File: src/rtl/systolic_skew_feeder_pkg.sv
// Shared types and sizing helpers for the systolic operand feeder.
// The feeder and its lane selectors derive all counter widths from here.
package systolic_skew_feeder_pkg;

  typedef enum logic [2:0] {
    ST_IDLE   = 3'd0,
    ST_LOAD   = 3'd1,
    ST_CLEAR  = 3'd2,
    ST_STREAM = 3'd3,
    ST_DONE   = 3'd4
  } feeder_state_e;

  localparam int N_MIN              = 2;
  localparam int N_MAX              = 16;
  localparam int DATA_WIDTH_DEFAULT = 32;
  localparam int N_DEFAULT          = 4;
  localparam int STREAM_LEN_DEFAULT = 3 * N_DEFAULT - 2;

  // Number of cycles needed to push a full skewed diagonal wavefront through.
  function automatic int stream_len(input int n);
    return 3 * n - 2;
  endfunction

  function automatic int beat_width(input int n);
    return (n > 1) ? $clog2(n) : 1;
  endfunction

  function automatic int t_width(input int n);
    return $clog2(3 * n - 2);
  endfunction

  // Low bit of element/lane 'lane' inside a packed row of 'dw'-bit elements.
  function automatic int lane_lo(input int lane, input int dw);
    return lane * dw;
  endfunction

endpackage

File: src/rtl/systolic_skew_feeder_if.sv
// Row-pair load handshake plus array-edge drive bundle for the skew feeder.
interface systolic_skew_feeder_if #(
  parameter int DATA_WIDTH = 32,
  parameter int N          = 4
) ();

  logic                    in_valid_i;
  logic                    in_ready_o;
  logic [N*DATA_WIDTH-1:0] a_row_i;
  logic [N*DATA_WIDTH-1:0] b_row_i;
  logic [N*DATA_WIDTH-1:0] left_o;
  logic [N*DATA_WIDTH-1:0] up_o;
  logic                    arr_rst_no;
  logic                    busy_o;
  logic                    done_o;

  modport slave (
    input  in_valid_i, a_row_i, b_row_i,
    output in_ready_o, left_o, up_o, arr_rst_no, busy_o, done_o
  );

  modport master (
    output in_valid_i, a_row_i, b_row_i,
    input  in_ready_o, left_o, up_o, arr_rst_no, busy_o, done_o
  );

endinterface

File: src/rtl/systolic_skew_feeder_skew_lane_mux.sv
// Per-lane skew selector: picks element (t - L) of a stored vector, or zero
// when the lane's diagonal has not yet started or has already drained.
module skew_lane_mux
  import systolic_skew_feeder_pkg::*;
#(
  parameter int DATA_WIDTH = 32,
  parameter int N          = 4,
  parameter int L          = 0,
  parameter int TW         = 4
) (
  input  logic [TW-1:0]           t,
  input  logic [N*DATA_WIDTH-1:0] vec,
  output logic [DATA_WIDTH-1:0]   elem
);

  // One-hot AND-OR select; no hit leaves the zero padding the PEs rely on.
  always_comb begin
    elem = {DATA_WIDTH{1'b0}};
    for (int k = 0; k < N; k++) begin
      elem = elem | (vec[lane_lo(k, DATA_WIDTH) +: DATA_WIDTH]
                     & {DATA_WIDTH{(int'(t) == (L + k))}});
    end
  end

endmodule

File: src/rtl/systolic_skew_feeder.sv
// Operand feeder for an N x N systolic array: buffers A and B row by row,
// clears the PE accumulators, then streams diagonally skewed edge operands.
module systolic_skew_feeder
  import systolic_skew_feeder_pkg::*;
#(
  parameter int DATA_WIDTH = 32,
  parameter int N          = 4
) (
  input  logic                  clk_i,
  input  logic                  rst_ni,
  systolic_skew_feeder_if.slave bus
);

  localparam int STREAM_LEN = stream_len(N);
  localparam int BW         = beat_width(N);
  localparam int TW         = t_width(N);
  localparam int RW         = N * DATA_WIDTH;

  localparam logic [TW-1:0] T_LAST    = TW'(STREAM_LEN - 1);
  localparam logic [BW-1:0] BEAT_LAST = BW'(N - 1);

  feeder_state_e   state_r;
  logic [BW-1:0]   beat_cnt_r;
  logic [TW-1:0]   t_r;
  logic [TW-1:0]   t_next_s;
  logic [RW-1:0]   a_mem_r [N];
  logic [RW-1:0]   b_mem_r [N];
  logic [RW-1:0]   b_col_s [N];
  logic [DATA_WIDTH-1:0] a_lane_s [N];
  logic [DATA_WIDTH-1:0] b_lane_s [N];
  logic [RW-1:0]   left_next_s;
  logic [RW-1:0]   up_next_s;
  logic [RW-1:0]   left_r;
  logic [RW-1:0]   up_r;
  logic            in_ready_r;
  logic            arr_rst_n_r;
  logic            busy_r;
  logic            done_r;
  logic            accept_s;

  assign accept_s = bus.in_valid_i & in_ready_r;

  // Stream index that will be visible after the next edge (0 when leaving CLEAR).
  always_comb begin
    t_next_s = {TW{1'b0}};
    if (state_r == ST_STREAM) begin
      t_next_s = t_r + TW'(1);
    end else begin
      t_next_s = {TW{1'b0}};
    end
  end

  // Transpose stored B rows so each up lane sees its own column.
  always_comb begin
    for (int j = 0; j < N; j++) begin
      b_col_s[j] = {RW{1'b0}};
      for (int k = 0; k < N; k++) begin
        b_col_s[j][lane_lo(k, DATA_WIDTH) +: DATA_WIDTH] =
          b_mem_r[k][lane_lo(j, DATA_WIDTH) +: DATA_WIDTH];
      end
    end
  end

  for (genvar g = 0; g < N; g++) begin : g_lane
    skew_lane_mux #(
      .DATA_WIDTH (DATA_WIDTH),
      .N          (N),
      .L          (g),
      .TW         (TW)
    ) u_a_lane (
      .t    (t_next_s),
      .vec  (a_mem_r[g]),
      .elem (a_lane_s[g])
    );

    skew_lane_mux #(
      .DATA_WIDTH (DATA_WIDTH),
      .N          (N),
      .L          (g),
      .TW         (TW)
    ) u_b_lane (
      .t    (t_next_s),
      .vec  (b_col_s[g]),
      .elem (b_lane_s[g])
    );
  end

  // Pack the per-lane selections into the edge buses.
  always_comb begin
    left_next_s = {RW{1'b0}};
    up_next_s   = {RW{1'b0}};
    for (int i = 0; i < N; i++) begin
      left_next_s[lane_lo(i, DATA_WIDTH) +: DATA_WIDTH] = a_lane_s[i];
      up_next_s[lane_lo(i, DATA_WIDTH) +: DATA_WIDTH]   = b_lane_s[i];
    end
  end

  // Operand storage; contents after reset are irrelevant because the beat
  // counter restarts at row 0.
  always_ff @(posedge clk_i) begin
    if (accept_s) begin
      a_mem_r[beat_cnt_r] <= bus.a_row_i;
      b_mem_r[beat_cnt_r] <= bus.b_row_i;
    end
  end

  // Sequencer with registered handshake, edge-drive and status outputs.
  always_ff @(posedge clk_i) begin
    if (!rst_ni) begin
      state_r     <= ST_IDLE;
      beat_cnt_r  <= {BW{1'b0}};
      t_r         <= {TW{1'b0}};
      left_r      <= {RW{1'b0}};
      up_r        <= {RW{1'b0}};
      in_ready_r  <= 1'b1;
      arr_rst_n_r <= 1'b1;
      busy_r      <= 1'b0;
      done_r      <= 1'b0;
    end else begin
      case (state_r)
        ST_IDLE: begin
          done_r <= 1'b0;
          if (accept_s) begin
            beat_cnt_r <= BW'(1);
            busy_r     <= 1'b1;
            state_r    <= ST_LOAD;
          end
        end
        ST_LOAD: begin
          if (accept_s) begin
            if (beat_cnt_r == BEAT_LAST) begin
              beat_cnt_r  <= {BW{1'b0}};
              in_ready_r  <= 1'b0;
              arr_rst_n_r <= 1'b0;
              left_r      <= {RW{1'b0}};
              up_r        <= {RW{1'b0}};
              state_r     <= ST_CLEAR;
            end else begin
              beat_cnt_r <= beat_cnt_r + BW'(1);
            end
          end
        end
        ST_CLEAR: begin
          arr_rst_n_r <= 1'b1;
          t_r         <= {TW{1'b0}};
          left_r      <= left_next_s;
          up_r        <= up_next_s;
          state_r     <= ST_STREAM;
        end
        ST_STREAM: begin
          if (t_r == T_LAST) begin
            t_r     <= {TW{1'b0}};
            left_r  <= {RW{1'b0}};
            up_r    <= {RW{1'b0}};
            done_r  <= 1'b1;
            state_r <= ST_DONE;
          end else begin
            t_r    <= t_r + TW'(1);
            left_r <= left_next_s;
            up_r   <= up_next_s;
          end
        end
        ST_DONE: begin
          done_r     <= 1'b0;
          busy_r     <= 1'b0;
          in_ready_r <= 1'b1;
          state_r    <= ST_IDLE;
        end
        default: begin
          state_r     <= ST_IDLE;
          beat_cnt_r  <= {BW{1'b0}};
          t_r         <= {TW{1'b0}};
          left_r      <= {RW{1'b0}};
          up_r        <= {RW{1'b0}};
          in_ready_r  <= 1'b1;
          arr_rst_n_r <= 1'b1;
          busy_r      <= 1'b0;
          done_r      <= 1'b0;
        end
      endcase
    end
  end

  assign bus.in_ready_o = in_ready_r;
  assign bus.left_o     = left_r;
  assign bus.up_o       = up_r;
  assign bus.arr_rst_no = arr_rst_n_r;
  assign bus.busy_o     = busy_r;
  assign bus.done_o     = done_r;

endmodule

File: src/flat_wrapper.sv
// flat-port wrapper written by rule: the top's interface ports become plain ports
module systolic_skew_feeder_flat import systolic_skew_feeder_pkg::*;
#(
  parameter int DATA_WIDTH = 32,
  parameter int N          = 4
)
  (clk_i, rst_ni, bus_in_valid_i, bus_a_row_i, bus_b_row_i, bus_in_ready_o, bus_left_o, bus_up_o, bus_arr_rst_no, bus_busy_o, bus_done_o);
  systolic_skew_feeder_if #(.DATA_WIDTH(DATA_WIDTH), .N(N)) bus_i ();
  input  logic clk_i;
  input  logic rst_ni;
  input wire logic [$bits(bus_i.in_valid_i)-1:0] bus_in_valid_i;
  input wire logic [$bits(bus_i.a_row_i)-1:0] bus_a_row_i;
  input wire logic [$bits(bus_i.b_row_i)-1:0] bus_b_row_i;
  output wire logic [$bits(bus_i.in_ready_o)-1:0] bus_in_ready_o;
  output wire logic [$bits(bus_i.left_o)-1:0] bus_left_o;
  output wire logic [$bits(bus_i.up_o)-1:0] bus_up_o;
  output wire logic [$bits(bus_i.arr_rst_no)-1:0] bus_arr_rst_no;
  output wire logic [$bits(bus_i.busy_o)-1:0] bus_busy_o;
  output wire logic [$bits(bus_i.done_o)-1:0] bus_done_o;
  assign bus_i.in_valid_i = bus_in_valid_i;
  assign bus_i.a_row_i = bus_a_row_i;
  assign bus_i.b_row_i = bus_b_row_i;
  assign bus_in_ready_o = bus_i.in_ready_o;
  assign bus_left_o = bus_i.left_o;
  assign bus_up_o = bus_i.up_o;
  assign bus_arr_rst_no = bus_i.arr_rst_no;
  assign bus_busy_o = bus_i.busy_o;
  assign bus_done_o = bus_i.done_o;
  systolic_skew_feeder #(.DATA_WIDTH(DATA_WIDTH), .N(N)) u_core (.clk_i(clk_i), .rst_ni(rst_ni), .bus(bus_i));
endmodule
File: config.mk
export PLATFORM = sky130hd
export DESIGN_NAME = systolic_skew_feeder_flat
export DESIGN_NICKNAME = d
export VERILOG_FILES = /design/src/rtl/systolic_skew_feeder_pkg.sv /design/src/rtl/systolic_skew_feeder_if.sv /design/src/rtl/systolic_skew_feeder_skew_lane_mux.sv /design/src/rtl/systolic_skew_feeder.sv /design/src/flat_wrapper.sv
export SDC_FILE = /design/constraint.sdc
export NUM_CORES = 1
export LEC_CHECK = 0
export BUFFER_PORTS_ARGS = -buffer_cell sky130_fd_sc_hd__buf_2
export CORE_MARGIN = 2
export CORE_UTILIZATION = 40
export CTS_BUF_LIST = sky130_fd_sc_hd__clkbuf_16
export CTS_CLUSTER_DIAMETER = 50
export DETAILED_ROUTE_END_ITERATION = 12
export PLACE_DENSITY_LB_ADDON = 0.05
export REMOVE_ABC_BUFFERS = 1
export SLEW_MARGIN = 5
export SYNTH_ARGS = -nofsm -noshare
export SYNTH_HDL_FRONTEND = slang
export SYNTH_SLANG_ARGS = --single-unit
File: constraint.sdc
create_clock -name clk_i -period 13.15 [get_ports clk_i]
set_input_delay 2.63 -clock clk_i [delete_from_list [all_inputs] [get_ports clk_i]]
set_output_delay 2.63 -clock clk_i [all_outputs]
set_load 0.02 [all_outputs]
Yosys cells after proc, flatten, opt, wreduce, memory -nomap -nowiden. Memory sizes are Yosys's and may differ from the RTL's. Cells that the tools add are included.

Word-level logic and storage cells: 136. Output and inout port bits: 260. Memories: 2. Bits in writable memories: 1024. Flip-flop bits (word level): 269.

Memory list: u_core.a_mem_r (depth 4, bits a word 128, rd ports 4, clocked after Yosys merged registers in 0, write ports 1, line systolic_skew_feeder.sv:26) `logic [RW-1:0] a_mem_r [N];`; u_core.b_mem_r (depth 4, bits a word 128, rd ports 4, clocked after Yosys merged registers in 0, write ports 1, line systolic_skew_feeder.sv:27) `logic [RW-1:0] b_mem_r [N];`.

Eq/ne operators: 16. $add $sub $neg: 2. Muxes and demuxes: 28. Reduce and logical (&&, ||, !) cells: 16. Bitwise logic cells: 63.

Operator list (number): $and 32x32->32 (32); $pmux 128 s4 (2); $or 32x32->32 (24); $mux 128 (4); $eq 4x4->1 const B (4); $reduce_or 3->1 (5); $mux 3 (4); $pmux 3 s4 (1); $reduce_and 3->1 (4); $eq 4x3->1 const B (2); $mux 4 (2); $pmux 1 s2 (4); $pmux 4 s2 (1); $eq 3x2->1 const B (2); $mux 1 (6); $mux 2 (3); $ne 2x1->1 const B (3); $not 1->1 (6); $pmux 2 s3 (1); $add 4x1->4 const B (1); $eq 4x2->1 const B (1); $logic_not 4->1 (1); $reduce_and 2->1 (2); $reduce_and 4->1 (1); other kinds (8) (9).

Logic depth before layout (Yosys ltp).
Depth after elaboration: 9. Depth in mapped cells: 11. Depth with buffers taken out: 7.

By module. Synthesis repeated with hierarchy kept, for this count alone.

Cell total of the unflattened synthesis: 3182. Area total of the unflattened synthesis: 48093.6 um2.

Modules (own cells, without submodules): systolic_skew_feeder (cells each 2254, times used 1, sequential area each 36134.7 um2, area an instance 40834.2 um2); skew_lane_mux at u_core.g_lane[0].u_a_lane ... (cells each 113, times used 2, sequential area each 0.0 um2, area an instance 975.9 um2); skew_lane_mux at u_core.g_lane[2].u_a_lane ... (cells each 113, times used 2, sequential area each 0.0 um2, area an instance 970.9 um2); skew_lane_mux at u_core.g_lane[1].u_a_lane ... (cells each 119, times used 2, sequential area each 0.0 um2, area an instance 842.1 um2); skew_lane_mux at u_core.g_lane[3].u_a_lane ... (cells each 119, times used 2, sequential area each 0.0 um2, area an instance 840.8 um2).

Worst setup path after synthesis. No wires, ideal clock.

Kind: input to register. Start point: input bus_in_valid_i. End point: register u_core.left_r[32], in the netlist u_core.bus.left_o[32]. Arrival: 9.742 ns. Buffers on the path: 2. Setup time: 0.128 ns. Stages: 7. Slack: 3.280 ns. Required time: 13.022 ns. Cell sequence: and3_1 o21a_1 nor2_2 buf_2 clkbuf_1 a222oi_1 nor2_1.

Longest elaborated chain between the ends: 3.

Ends and longest elaborated chain: start, declared (line flat_wrapper.sv:11) `input wire logic [$bits(bus_i.in_valid_i)-1:0] bus_in_valid_i;`; $and 1x1->1 (line systolic_skew_feeder.sv:41) `assign accept_s = bus.in_valid_i & in_ready_r;`; $ne 2x1->1 (no source line); $reduce_and 3->1 (no source line); end signal, assigned (line systolic_skew_feeder.sv:113) `left_r <= {RW{1'b0}};`; end signal, assigned (line systolic_skew_feeder.sv:135) `left_r <= {RW{1'b0}};`; end signal, assigned (line systolic_skew_feeder.sv:146) `left_r <= left_next_s;`; end, declared (line systolic_skew_feeder.sv:33) `logic [RW-1:0] left_r;`.

No other way between the ends. A chain may end at the register's enable or synchronous reset.

Worst setup path after layout.
Start point: register u_core.t_r[0]. End point: register u_core.up_r[2], in the netlist u_core.bus.up_o[2].

Longest elaborated chain between the ends: 9. Elaborated cells on any way between the ends: 16.

Ends and longest elaborated chain: start, declared (line systolic_skew_feeder.sv:24) `logic [TW-1:0] t_r;`; start signal, assigned (line systolic_skew_feeder.sv:112) `t_r <= {TW{1'b0}};`; start signal, assigned (line systolic_skew_feeder.sv:145) `t_r <= {TW{1'b0}};`; start signal, assigned (line systolic_skew_feeder.sv:152) `t_r <= {TW{1'b0}};`; $add 4x1->4 (line systolic_skew_feeder.sv:47) `t_next_s = t_r + TW'(1);`; $mux 4 (line systolic_skew_feeder.sv:46) `if (state_r == ST_STREAM) begin`; $eq 4x2->1 or $logic_not 4->1 (tied branches) (line systolic_skew_feeder_skew_lane_mux.sv:21) `& {DATA_WIDTH{(int'(t) == (L + k))}});`; $and 32x32->32 (line systolic_skew_feeder_skew_lane_mux.sv:21); $or 32x32->32 (3 in series) (line systolic_skew_feeder_skew_lane_mux.sv:20) `elem = elem | (vec[lane_lo(k, DATA_WIDTH) +: DATA_WIDTH]`; $mux 128 (line systolic_skew_feeder.sv:151) `if (t_r == T_LAST) begin`; $pmux 128 s4 * (line systolic_skew_feeder.sv:120) `case (state_r)`; end signal, assigned (line systolic_skew_feeder.sv:147) `up_r <= up_next_s;`; end signal, assigned (line systolic_skew_feeder.sv:154) `up_r <= {RW{1'b0}};`; end signal, assigned (line systolic_skew_feeder.sv:160) `up_r <= up_next_s;`; end, declared (line systolic_skew_feeder.sv:34) `logic [RW-1:0] up_r;`.

Every way passes the cells marked *; elsewhere a longest branch is shown, timed or not.

==> metrics.txt <==
Hold Crit Depth=2; vias in the first global route=29200; final hold vios=0; Avg WL per Cell=28.2 um; R2R depth=8; Post-Place Cell Area=0.0503 mm2; # clock sinks=1293; Yosys cell types=53; Crit-path slowest cell=nor2_4; top cells by count, synth=edfxtp_1 (1024), nand2_1 (362), a22oi_1 (291), dfxtp_1 (269), a21oi_1 (167); Fmax=0.198 GHz; Gates resized, CTS repair=0; Worst-Skew Late Latency=0.74 ns; setup tns final=0 ns; clock slew at reported path FFs=0.06 ns; flops & latches, synth=1293; Mapped Area=0.0461 mm2; most frequent CP cell=buf_4; crit path max fanout=57; Clock Path Buffers=3; Area growth syn-to-layout=19.4%; fin crit share=38.4%; total power=0.00884 W; VDD IR max=0.106 mV; core area=0.114 mm2; grt total ovfl=0; largest net degree at the start of global routing=145; mean cell area of the mapped netlist=15.8 um2; cells along the critical path=ha_4, nand2b_1, nor2_4, buf_4, buf_4, a22o_1, nand2_1, a311oi_1; Root Driver=clkbuf_16; EDFF count, synth=1024; dominant synthesized flop cell=edfxtp_1; DR iter-0 viols=2591; RSZ-0062 raised after global routing=false; Slew HR=18.4%; # IOs=519; RD Place Congestion=0.767; max-cap violations=0; Hold Buf Count CTS=0; register area share after synthesis=78.4%; crit path time final=5.04 ns; Area contributors post-synth=edfxtp_1 (67%), dfxtp_1 (12%), a22oi_1 (4.7%); YS warnings=0; HPWL after DPL=80.7 mm; Crit path depth=8; Fill cells=9804; final setup vio count=0; area leader, netlist=edfxtp_1; via count=28700; CTS tree=built; overall routing resource usage=23.7%; outcome=finished clean; # port buffers=518; DRT Pass-1 Iters=7; Post-route DRC=0; Worst path top cell family by delay=buffers and inverters; Final Hold Slack=0.439 ns; Die ar.=0.118 mm2; Pwr Density=161 mW/mm2; Slew Viols, Final=0; slowest cell delay on critical path=0.88 ns; Crit path required time=13.76 ns; H-tree Lvls=4; Row Count=124; first-pass GRT wire length=203 mm; count leader, synth=edfxtp_1; top cell type's share of synthesized area=66.7%; nets@finish=3696; die height=344 um; Routed WL=143 mm; CP arrival=5.65 ns; Crit Path Class=register to register; Worst Hold Class=register to register; Die Span X=344 um; Final Cell Area=0.0550 mm2; share of layout cells above drive strength 1=22.4%; synthesized instance count=2927; mean number of vias per cell=5.64; CTS Buf Count=146; share of synthesized flip-flops with an asynchronous set or reset=0%; Slew @ Worst Pin=1.22 ns; Buf/Inv on CP=2; Routed Antenna Nets=0; P_leak=19.7 nW; Starting Density=40.3%; postcts setup bufs=0; crit path launch type=register; Fin Clk Skew=0.0287 ns; Core Util, Final=48.1%; crit end category=register; initial antenna violation count=44
-- kinds of logic (layout without fill, tap and decap cells) --
logic type,after synthesis,in the layout,share of synthesized area [%]
AOI/OAI and AO/OA,833,833,13.3
xor gates and xnor gates,1,1,0.0353
adders and majority gates,6,6,0.163
buffers and inverters,217,842,2.02
DFF,1293,1293,78.4
muxes,66,66,1.43
other,0,21,0
and+or+nand+nor,511,511,4.65
-- through the flow --
step / std cells / worst slack, ns
after floorplan: 2715 / 0.636
after global placement: 4795 / 7.43
after detailed placement: 4795 / 7.34
after CTS: 5064 / 8.02
after global routing: 5074 / 7.80
final: 5085 / 8.11
-- tightest hold or removal path, cell delays in order, from the launching register on --
cell	delay, ns
edfxtp_1	0.32
a22oi_1	0.06
nand2_1	0.05
-- worst paths after layout --
check / startpoint / endpoint / slack (ns)
setup reg to reg: u_core.t_r[0]$_SDFFE_PN0N_ / u_core.bus.up_o[2]$_SDFFE_PN0P_ / 8.11
hold reg to reg: u_core.a_mem_r[2][38]$_DFFE_PP_ / u_core.bus.left_o[70]$_SDFFE_PN0P_ / 0.44
hold / removal: u_core.a_mem_r[2][38]$_DFFE_PP_ / u_core.bus.left_o[70]$_SDFFE_PN0P_ / 0.44
setup / recovery: u_core.t_r[0]$_SDFFE_PN0N_ / u_core.bus.up_o[2]$_SDFFE_PN0P_ / 8.11
-- metal layers --
metal / vias to the layer above / global-route usage (%) / part of all wire, %
met5: - / 0 / 0.17
met4: 42 / 8.38 / 2.7
met3: 250 / 6.50 / 8.1
met2: 1022 / 38.6 / 48
met1: 14700 / 30.5 / 41
li1: 12700 / - / -
-- cells in the final DEF (no fill, tap or decap), types with 21 or more instances in the layout --
cell,Yosys,layout
nand3_1,67,67
a311oi_1,63,63
nand2_1,362,362
buf_4,8,46
clkbuf_16,0,152
a21oi_1,167,167
edfxtp_1,1024,1024
clkinv_1,0,29
inv_1,5,45
a22o_1,63,63
nor2_1,44,44
mux2i_1,66,66
dfxtp_1,269,268
a222oi_1,94,94
buf_2,38,518
o21ai_0,71,71
a31o_1,64,64
diode_2,0,21
a22oi_1,291,291
-- flip-flops by register name (all words and copies together) (netlist names) --
signal,cells
u_core.b_mem_r,512
u_core.bus.busy_o,1
u_core.a_mem_r,512
u_core.bus.left_o,128
u_core.beat_cnt_r,2
u_core.state_r,3
u_core.t_r,4
u_core.bus.up_o,128
u_core.bus.arr_rst_no,1
u_core.bus.in_ready_o,1
u_core.bus.done_o,1
-- cell type report --
type	instances	area (um2)	share of cell area (%)
sequential	1293	36100	65.7
multi-input combinational	1417	9180	16.7
clock buffer	152	3800	6.91
timing repair buffer	568	3020	5.48
tap	1512	1890	3.44
clock inverter	117	928	1.69
antenna	21	52.6	0.0955
inverter	5	26.3	0.0477
-- power by group --
| group | internal, W | total (W) | leakage [nW] | switching (W) |
|---|---|---|---|---|
| sequential | 0.00458 | 0.00461 | 11.6 | 0.0000350 |
| clock | 0.00237 | 0.00399 | 2.46 | 0.00162 |
| combinational | 0.0000535 | 0.000248 | 5.69 | 0.000194 |
| total | 0.00700 | 0.00884 | 19.7 | 0.00185 |
Power figures use the tool's default switching activity.
